==> src/rtl/hpdcache_flush_walker.sv <==
// Flush-all sequencer: walks every directory set, hands each valid dirty line to the
// flush controller, clears its dirty bit, then waits for the flush controller to drain.
module hpdcache_flush_walker #(
    parameter int unsigned Sets     = 64,
    parameter int unsigned Ways     = 8,
    parameter int unsigned TagWidth = 20,
    parameter int unsigned SetWidth = $clog2(Sets)
) (
    input  logic                         clk_i,
    input  logic                         rst_i,

    input  logic                         start_i,
    output logic                         start_ready_o,
    output logic                         busy_o,
    output logic                         done_o,

    output logic                         dir_rd_o,
    output logic [SetWidth-1:0]          dir_rd_set_o,
    input  logic                         dir_rd_gnt_i,
    input  logic [Ways-1:0]              dir_valid_i,
    input  logic [Ways-1:0]              dir_dirty_i,
    input  logic [Ways*TagWidth-1:0]     dir_tag_i,

    output logic                         dir_clr_o,
    output logic [SetWidth-1:0]          dir_clr_set_o,
    output logic [Ways-1:0]              dir_clr_way_o,

    output logic                         flush_alloc_o,
    input  logic                         flush_alloc_ready_i,
    output logic [TagWidth+SetWidth-1:0] flush_alloc_nline_o,
    output logic [Ways-1:0]              flush_alloc_way_o,
    input  logic                         flush_empty_i
);

    typedef enum logic [2:0] {
        StIdle,
        StRead,
        StLatch,
        StScan,
        StDrain,
        StDone
    } state_e;

    localparam logic [SetWidth-1:0] LastSet = SetWidth'(Sets - 1);

    state_e                     state_q, state_d;
    logic [SetWidth-1:0]        set_q, set_d;
    logic [Ways-1:0]            mask_q, mask_d;
    logic [Ways*TagWidth-1:0]   tags_q, tags_d;

    logic [Ways-1:0]            sel_oh;
    logic [TagWidth-1:0]        sel_tag;

    // Lowest pending way wins; its tag is picked with an AND-OR mux over the one-hot.
    always_comb begin
        sel_oh  = mask_q & (~mask_q + Ways'(1));
        sel_tag = '0;
        for (int w = 0; w < int'(Ways); w++) begin
            if (sel_oh[w]) begin
                sel_tag = sel_tag | tags_q[w*TagWidth +: TagWidth];
            end
        end
    end

    always_ff @(posedge clk_i or posedge rst_i) begin
        if (rst_i) begin
            state_q <= StIdle;
            set_q   <= '0;
            mask_q  <= '0;
            tags_q  <= '0;
        end else begin
            state_q <= state_d;
            set_q   <= set_d;
            mask_q  <= mask_d;
            tags_q  <= tags_d;
        end
    end

    always_comb begin
        state_d             = state_q;
        set_d               = set_q;
        mask_d              = mask_q;
        tags_d              = tags_q;
        start_ready_o       = 1'b0;
        done_o              = 1'b0;
        dir_rd_o            = 1'b0;
        dir_rd_set_o        = '0;
        dir_clr_o           = 1'b0;
        dir_clr_set_o       = '0;
        dir_clr_way_o       = '0;
        flush_alloc_o       = 1'b0;
        flush_alloc_nline_o = '0;
        flush_alloc_way_o   = '0;

        case (state_q)
            StIdle: begin
                start_ready_o = 1'b1;
                if (start_i) begin
                    set_d   = '0;
                    state_d = StRead;
                end
            end
            StRead: begin
                dir_rd_o     = 1'b1;
                dir_rd_set_o = set_q;
                if (dir_rd_gnt_i) begin
                    state_d = StLatch;
                end
            end
            StLatch: begin
                mask_d  = dir_valid_i & dir_dirty_i;
                tags_d  = dir_tag_i;
                state_d = StScan;
            end
            StScan: begin
                if (mask_q == '0) begin
                    if (set_q == LastSet) begin
                        state_d = StDrain;
                    end else begin
                        set_d   = set_q + SetWidth'(1);
                        state_d = StRead;
                    end
                end else begin
                    flush_alloc_o       = 1'b1;
                    flush_alloc_nline_o = {sel_tag, set_q};
                    flush_alloc_way_o   = sel_oh;
                    // Clear rides on the accept edge, so the dirty bit drops with the handoff.
                    if (flush_alloc_ready_i) begin
                        dir_clr_o     = 1'b1;
                        dir_clr_set_o = set_q;
                        dir_clr_way_o = sel_oh;
                        mask_d        = mask_q & ~sel_oh;
                    end
                end
            end
            StDrain: begin
                if (flush_empty_i) begin
                    state_d = StDone;
                end
            end
            StDone: begin
                done_o  = 1'b1;
                state_d = StIdle;
            end
            default: begin
                state_d = StIdle;
            end
        endcase
    end

    assign busy_o = (state_q != StIdle);

endmodule

==> config.mk <==
export PLATFORM = sky130hd
export DESIGN_NAME = hpdcache_flush_walker
export DESIGN_NICKNAME = d
export VERILOG_FILES = /design/src/rtl/hpdcache_flush_walker.sv
export SDC_FILE = /design/constraint.sdc
export NUM_CORES = 1
export LEC_CHECK = 0
export ABC_CLOCK_PERIOD_IN_PS = 13500
export CAP_MARGIN = 40
export CORE_MARGIN = 5
export CORE_UTILIZATION = 53
export CTS_BUF_LIST = sky130_fd_sc_hd__clkbuf_8
export DETAILED_ROUTE_END_ITERATION = 8
export PLACE_DENSITY_LB_ADDON = 0.3
export SLEW_MARGIN = 30
export SYNTH_ARGS = -nofsm -noshare
export SYNTH_HDL_FRONTEND = slang
export SYNTH_SLANG_ARGS = --single-unit
==> constraint.sdc <==
create_clock -name clk_i -period 13.5 [get_ports clk_i]
set_input_delay 4.05 -clock clk_i [delete_from_list [all_inputs] [get_ports clk_i]]
set_output_delay 4.05 -clock clk_i [all_outputs]
set_load 0.02 [all_outputs]
# Word-level counts from Yosys, hierarchy flattened
# Index checks and enable logic that the tools add are counted.
# op_classes
add_sub_neg	2
n_mul	0
div_mod_pow	0
order_cmp	0
n_eq_ne	13
shifts	0
muxes	40
bitwise	12
n_reduce_logical	8
# op_table
cell	n
2-to-1 mux 20 bit	8
bitwise OR 20 bit	7
2-to-1 mux 8 bit	7
2-to-1 mux 26 bit	2
2-to-1 mux 6 bit	7
bitwise AND 8 bit	3
NOT 8 bit	2
one-hot mux 8 bit (2 select lines)	1
2-to-1 mux 3 bit	5
one-hot mux 3 bit (5 select lines)	1
inequality test 2 bit, second input constant	7
one-hot mux 6 bit (2 select lines)	1
adder 8 x 1 -> 8 bit, second input constant	1
zero test 8 bit	1
2-to-1 mux 1 bit	8
AND reduction 4 bit	2
adder 6 x 1 -> 6 bit, second input constant	1
== test 3 x 2 -> 1 bit, second input constant	2
== test 3 bit, second input constant	2
== test 6 bit, second input constant	1
nonzero test 2 bit	2
== test 3 x 1 -> 1 bit, second input constant	1
zero test 3 bit	1
AND reduction 3 bit	1
nonzero test 3 bit	1
# totals
ff_bits	177
latch_bits	0
ram_bits	0
rom_bits	0
out_inout_bits	60
wordCells	79
memories	0

# Depth between registers and ports, before layout
# Gate-level depths: netlist of run 1.
# logic_depth
word_depth	20
mapped_depth	7
mapped_depth_nobuf	5

# Worst setup path before layout of run 1
# Ideal clock, no wire load.
# synth_timing
kind	input port to output port
start	in flush_alloc_ready_i
end	out dir_clr_way_o[7]
arrival_time_ns	4.907
required_time_ns	9.450
setup_slack_ns	4.543
path_stages	2
path_buffers	0
cell_sequence	o311ai_4 -> nor4_1
# synth_via
elab_chain_len	3
# synth_rtl
element	line_no	rtl
start, declared	29	input logic flush_alloc_ready_i,
2-to-1 mux 8 bit	128	if (flush_alloc_ready_i) begin
2-to-1 mux 8 bit	116	if (mask_q == '0) begin
2-to-1 mux 8 bit	95	case (state_q)
end, declared	26	output logic [Ways-1:0] dir_clr_way_o,
# Every way passes these cells.

# Worst setup path after layout of run 1
# layout_timing
start	in flush_alloc_ready_i
end	out dir_clr_way_o[5]
# The elaborated chain is that of the path after synthesis.

==> results list, run 1 <==
* Core Footprint: 15800 um^2
- The via count of the first global-routing pass was 6784.
- Cell Int Power: 1.66 mW
- Number of placement rows: 46
* Post-Syn Nets: 907
- Die Width: 136 um
- For this block, the initial DRC count from the detailed router was between 300 and 400.
- Based on the critical path, the design can be clocked at up to 101 MHz.
- The run finished with clean final reports.
- Final Worst Setup Slack: ~3600 ps
- Chip Height: ~140 um
- The layout has 1141 filler cells.
* Post-detailed-route wirelength per cell: 20.0 um
* TritonCTS Sinks: 177
- The startpoint identified for the worst register-to-register timing path is state_q[1].
- The number of hold buffers added after CTS was 0.
- At the end of routability-driven placement, the weighted congestion stood at 0.849.
* Clock root buffer: clkbuf_8
- Synthesis handed over a netlist of 724 instances.
* Buffers from clock root to sink, at most: 2
- TritonCTS built the clock tree.
* Area added between synthesis and finish: 36.3%
- After detailed routing, the number of vias per cell comes to 5.71.
- In the synthesized netlist the async set-or-reset flop fraction comes to 1.00.
- Once layout is complete, the utilization of the core stands at 0.732.
- Endpoint class of the critical path: output pin
- Number of antenna violations at the first check in global routing: 0
- The first global-routing pass estimated approximately 36 mm of wire.
* Critical path arrival: 5810 ps
- Area share of the leading cell type in the synthesized netlist: 0.523
- Entering global routing, the biggest net connects 58 pins.
* Sequential share of power: 0.359
- TritonRoute pass-1 iters: 5
- In the final layout, the share of cells above drive strength 1 is 0.227.
* Peak ir drop on the vdd network: 0.138 mV
* Placed Area: 11100 um^2
- Cell depth of the worst flop-to-flop path: 6
* Period utilization: 0.730
- Minimum clock period after layout: 9860 ps
- Largest clock skew in the final design: approximately 9.7 ps
- The HPWL after detailed placement is 17.2 mm.
- Summing all flip-flop and latch instances after layout gives 4430 um^2.
- The mapped netlist covers roughly 8500 um^2.
- Setup violations remaining at the end of the flow were counted as 0.
- CTS buffer count: 17
* Post-synthesis cell type with the largest combined area: dfrtp_1
- Tightest Pin Transition: 841 ps
- STA classifies the critical path startpoint as a primary input.
* Register clock-pin slew on the reported worst setup and hold paths: about 80 ps
* Diodes inserted: 0
- Switching fraction of total power: 0.386
* Remaining Overflow, GRT: 0
* Start point of the worst hold path: tags_q[95]
- Detailed-route DRC error count: 0
- The synthesized netlist contains 49 unique library cells.
* Power spent charging and discharging nets: 1.05 mW
- Synthesized area per cell: around 12 um^2
- Normalized max-slew margin: 0.439
* Tot GR Track Use: 0.256
* Final standard cell area without fillers: 11500 um^2
* Data required time of the critical path: about 9500 ps
- For this run, the post-layout net count is 1128.
* HP Class: reg2reg
- Maximum capacitance violations: 0
- The path with the worst hold slack has its endpoint at tags_q[95].
- Synthesis Warnings: 0
* Routed WL: 23.4 mm
- The most used flip-flop cell after synthesis is dfrtp_1.
- The synthesized design contains 0 enable-type register cells.
- In this run the remaining antenna-violating nets after routing total 0.
- Die area: between 15000 and 20000 um^2
* Count of input and output buffers: 241
* Worst-skew pair later-pin latency: 460 ps
- Sequential-to-total area share from yosys stat: 0.523
* Number of top-level design ports: between 200 and 250
- Count of vias placed by the detailed router: between 6000 and 7000
- CP max FO: 10
* Cell area power density: 235 nW/um^2
* # H-tree levels: 4
- Setup TNS: 0 ps
* Register-to-register path setup slack: 10720 ps
* Top cells by area, synth: dfrtp_1 52%, mux2_2 21%, nand3b_1 3.6%, nand2_1 3.2%, a221oi_1 2.1%
* Number of max-slew violations in the final report: 0
* Multi-input combinational cell area: 3770 um^2
* Unrepaired setup endpoints after global routing: false
- Portion of total power attributed to the clock network: 0.137
- Combinational cell fraction of total power: 0.504
* Setup slack at placement: 3650 ps
- Number of synthesized register bits: 177
- Final hold viol count: 0
- Hold timing on the final database bottoms out at a slack of 511 ps.
- Critical path class: in2out
- Post-CTS Setup Inserts: 0
- Reg-to-Reg End: tags_q[47]
* Initial Utilization: 0.537
- Cell leakage power: 4.51 nW
- Counting instances, the worst hold path has a depth of 1.
- Gates resized during post-CTS repair numbered 0.
## logic make-up after synthesis
logic type,after synthesis,share of synthesized area
AOI/OAI and AO/OA,133,0.107
adders and majority gates,1,0.00148
buffers and inverters,64,0.0334
DFF,177,0.523
muxes,162,0.215
and+or+nand+nor,187,0.119
## synthesized netlist by cell type (all sizes together) (2+ instances only)
cell type / instances
clkbuf: 34
a21oi: 23
or3: 2
nand3: 7
dfrtp: 177
and3b: 2
buf: 23
o21ai: 28
nor3: 6
o211ai: 3
and3: 4
mux2: 161
nor4: 4
or4: 2
and2: 21
nand3b: 41
o31ai: 3
nor3b: 2
nand2b: 2
a221oi: 20
a22oi: 20
nand2: 72
o311ai: 2
a31oi: 23
a32o: 3
nor2: 17
inv: 7
## flip-flops by register name, indices dropped and copies added (netlist names)
register / count
mask_q: 8
set_q: 6
state_q: 3
tags_q: 160
## worst max-delay path by stage
stage | from | end | cells after the start
after floorplan | flush_alloc_ready_i | dir_clr_way_o[7] | 2
after global placement | flush_alloc_ready_i | dir_clr_way_o[5] | 5
after detailed placement | flush_alloc_ready_i | dir_clr_way_o[5] | 5
after CTS | flush_alloc_ready_i | dir_clr_way_o[5] | 5
after global routing | flush_alloc_ready_i | dir_clr_way_o[5] | 5
final | flush_alloc_ready_i | dir_clr_way_o[5] | 5
## per-stage QoR
step | std cells | power [mW]
after global placement | 1135 | 2.29
final | 1173 | 2.71
after floorplan | 724 | 1.85
after detailed placement | 1141 | 2.35
after CTS | 1172 | 2.72
after global routing | 1173 | 2.87
## cell type report
cell class                      instances  share of cell area
Sequential cell                       177               0.384
Multi-Input combinational cell        483               0.327
Timing Repair Buffer                  259               0.229
Tap cell                              216              0.0234
Clock buffer                           18              0.0215
Clock inverter                         13              0.0127
Inverter                                7             0.00293
## critical path: stages
cell and delay, ps:
clkdlybuf4s50_1 570, o311ai_4 240, inv_4 190, and3_1 170
clkdlybuf4s50_1 600
## metal layers
metal | track usage | share of wire
met1 | 0.301 | 0.38
met2 | 0.442 | 0.51
met3 | 0.0929 | 0.096
met4 | 0.0711 | 0.018
met5 | 0 | 0
## cells in the final DEF (no fill, tap or decap), types with 11 or more instances in the layout
cell and n:
nand3b_1 41, a22oi_1 20, o21ai_0 28, mux2_2 161, a221oi_1 20, buf_4 11, and2_1 21, a21oi_1 23
dfrtp_1 177, nand2_1 72, a31oi_1 23, clkbuf_8 18, nor2_1 17, clkdlybuf4s50_1 241
## power groups by stage
stage               Combinational [mW]  Clock (mW)  Sequential, mW
floorplan                        0.939           0           0.913
global placement                  1.31           0           0.976
detailed placement                1.36           0           0.986
CTS                               1.37       0.376           0.976
global route                      1.47       0.399            1.00
finish                            1.37       0.370           0.974
Note: power is estimated with default switching activity, not from simulation.
==> run 2, diff against run 1 <==
--- a/config.mk
+++ b/config.mk
@@ -5,10 +5,10 @@
 export SDC_FILE = /design/constraint.sdc
 export NUM_CORES = 1
 export LEC_CHECK = 0
-export ABC_CLOCK_PERIOD_IN_PS = 13500
+export ABC_CLOCK_PERIOD_IN_PS = 9500
 export CAP_MARGIN = 40
 export CORE_MARGIN = 5
-export CORE_UTILIZATION = 53
+export CORE_UTILIZATION = 50
 export CTS_BUF_LIST = sky130_fd_sc_hd__clkbuf_8
 export DETAILED_ROUTE_END_ITERATION = 8
 export PLACE_DENSITY_LB_ADDON = 0.3
==> constraint.sdc (replaced) <==
create_clock -name clk_i -period 9.5 [get_ports clk_i]
set_input_delay 2.85 -clock clk_i [delete_from_list [all_inputs] [get_ports clk_i]]
set_output_delay 2.85 -clock clk_i [all_outputs]
set_load 0.02 [all_outputs]
==> results list, run 2 (synthesis gave the netlist of run 1 again) <==
- Result of the run: finished clean
- The endpoint arrival time on the critical path came to 4580 ps (-1230 ps).
- Number of max-slew violations in the final report: 0 (unchanged)
- The number of design rule violations left after detail routing came to 0 (unchanged).
* Peak ir drop on the vdd network: 0.272 mV (+98%)
* Maximum capacitance violations: 0 (unchanged)
* HP Class: reg2reg
* First-pass GRT wire length: 36.9 mm (+1.7%)
- Resize count post-CTS: 0 (unchanged)
- Fillcell total: 1288 (+13%)
- Die area: 19600 um^2 (+5.6%)
* Post-detailed-route wirelength per cell: 19.8 um (-0.75%)
- Number of placement rows: 47 (+2.2%)
* Via count of the first global-routing pass: 6884 (+1.5%)
- The number of antenna violations at the first check in global routing was 1 (+1).
- Number of top-level design ports: 242 (unchanged)
* Chain of cells forming the critical path: clkdlybuf4s50_1 > o311ai_4 > inv_4 > and3_1 > clkdlybuf4s50_1
- Most frequent cells in the layout: 241 x clkdlybuf4s50_1, 177 x dfrtp_1, 161 x mux2_2
- The number of sinks on the clock net is 177 (unchanged).
- The source-to-sink clock delay at the later pin of the worst-skew pair was 460 ps (about the same).
* Antenna-violating nets left: 0 (unchanged)
- Cell with the largest stage delay on the worst path: clkdlybuf4s50_1
- Subtracting the final worst setup slack from the clock period gives 7430 ps.
- Count of input and output buffers: 241 (unchanged)
- Maximum number of pins on one net before global-route repair: 161 (+180%)
- Register clock-pin slew on the reported worst setup and hold paths: 80 ps (about the same)
* Tot Pwr: 3.86 mW (+42%)
- Final net count: 1124 (-0.35%)
- The number of flip-flops under the largest register name came to 160 (unchanged).
- Final hold viol count: 0 (unchanged)
- Tightest Pin Transition: 930 ps (+88.6 ps)
- CP max FO: 10 (unchanged)
- The sum of negative setup slack was 0 ps (unchanged).
- The total clock buffers created by CTS came to 17 (unchanged).
- The share of final-layout standard cells stronger than drive strength 1 was 0.227 (+0.000713).
- The tree is rooted in a clkbuf_8.
- The detailed-placement wirelength estimate came to 16.9 mm (-2.0%).
- # H-tree levels: 4 (unchanged)
- Largest incremental delay on the critical path: 600 ps (about the same)
- Tot GR Track Use: 0.236 (-0.0191)
- For this run, the top clock speed supported by timing is 135 MHz.
- Chip Height: 140 um (+2.7%)
* Endpoint class of the critical path: output pin
- Post-CTS Setup Inserts: 0 (unchanged)
* Largest clock skew in the final design: 13.2 ps (+3.56 ps)
- Setup slack at placement: 2070 ps (-1580 ps)
- The largest registers in the layout are tags_q x160, mask_q x8, set_q x6.
- Hold-fix buffers at CTS: 0 (unchanged)
- The max-slew headroom at the worst pin was 0.380 (-0.0591).
- The initial core utilization came to 0.510 (-0.0263).
- Critical path class: in2out
* Cell leakage power: 4.49 nW (-0.42%)
- TritonCTS built the clock tree.
- Buffers from clock root to sink, at most: 2 (unchanged)
- Counting flops per register, the top entry is tags_q.
- Remaining Overflow, GRT: 0 (unchanged)
* Cell area power density: 334 nW/um^2 (+42%)
- Die Width: 140 um (+2.7%)
- The worst setup path is launched from a primary input.
* CP most frequent cell: clkdlybuf4s50_1
- Most common cell after layout, fill and taps aside: clkdlybuf4s50_1
* Period utilization: 0.782
- Data required time of the critical path: 6650 ps (-2800 ps)
* TritonRoute pass-1 iters: 5 (unchanged)
- The total of endpoints with negative setup slack in the final report was 0 (unchanged).
- Setup repair after global routing left no endpoint under its margin.
* Area added between synthesis and finish: 36.4% (about the same)
- Core Footprint: 16600 um^2 (+5.2%)
* Final Worst Setup Slack: 2070 ps (-1560 ps)
- The wire length reported by the detailed router is 23.3 mm (-0.58%).
* Detail-routed via count per cell: 5.61 (-1.7%)
- The violation count after the first detailed-routing iteration is 427 (+7.6%).
* Count of vias placed by the detailed router: 6589 (-1.5%)
* RD Place Congestion: 0.878 (+3.4%)
[run 2: cell count changes in the layout (fill, tap and decap cells not counted), sizes merged]
| cell | previous run | this run |
|---|---|---|
| inv | 11 | 12 |
| diode | 0 | 1 |
| buf | 18 | 14 |
[run 2: cell type report]
class | instances | area, um^2 | area share
Antenna cell | 1 | 2.50 | 0.000217
Clock buffer | 18 | 248 | 0.0215
Clock inverter | 14 | 178 | 0.0154
Inverter | 7 | 33.8 | 0.00293
Multi-Input combinational cell | 483 | 3790 | 0.328
Sequential cell | 177 | 4430 | 0.384
Tap cell | 220 | 275 | 0.0238
Timing Repair Buffer | 255 | 2590 | 0.224
[run 2: critical path, delay by kind of cell]
family	cells	cell delay (ps)
AO/OA/AOI/OAI	1	220
buffers and inverters	3	1350
AND/OR/NAND/NOR	1	160
[run 2: report_power, final]
part	switching, mW	internal, mW	total [mW]
registers	0.239	1.14	1.38
logic	0.977	0.946	1.92
clock network	0.285	0.272	0.557
total	1.50	2.36	3.86
[run 2: path summary, 6_finish.rpt]
| kind | from | endpoint | slack, ps | cells past startpoint |
|---|---|---|---|---|
| min reg2reg | tags_q[135] | tags_q[135] | 510 | 1 |
| max reg2reg | state_q[1] | tags_q[122] | 6940 | 3 |
| min in group asynchronous | rst_i | tags_q[37] | 2710 | 2 |
| max in group asynchronous | rst_i | tags_q[114] | 5730 | 4 |
| max | flush_alloc_ready_i | dir_clr_way_o[5] | 2070 | 5 |
| min | tags_q[135] | tags_q[135] | 510 | 1 |
[run 2: metal layers]
metal	vias up	track usage	share of wire
met4	2	0.0796	0.026
met1	3252	0.287	0.40
met5	-	0	0.00047
met3	38	0.0692	0.074
met2	218	0.405	0.50
li1	3079	-	-
[run 2: per-stage QoR]
step                std cells  area [um^2]  hold WS (ps)  utilization
floorplan                 724         8460           481            -
global placement         1135        11000           488        0.663
detailed placement       1140        11100           495        0.668
CTS                      1172        11500           516        0.694
global route             1174        11500           522        0.696
finish                   1175        11500           511        0.696
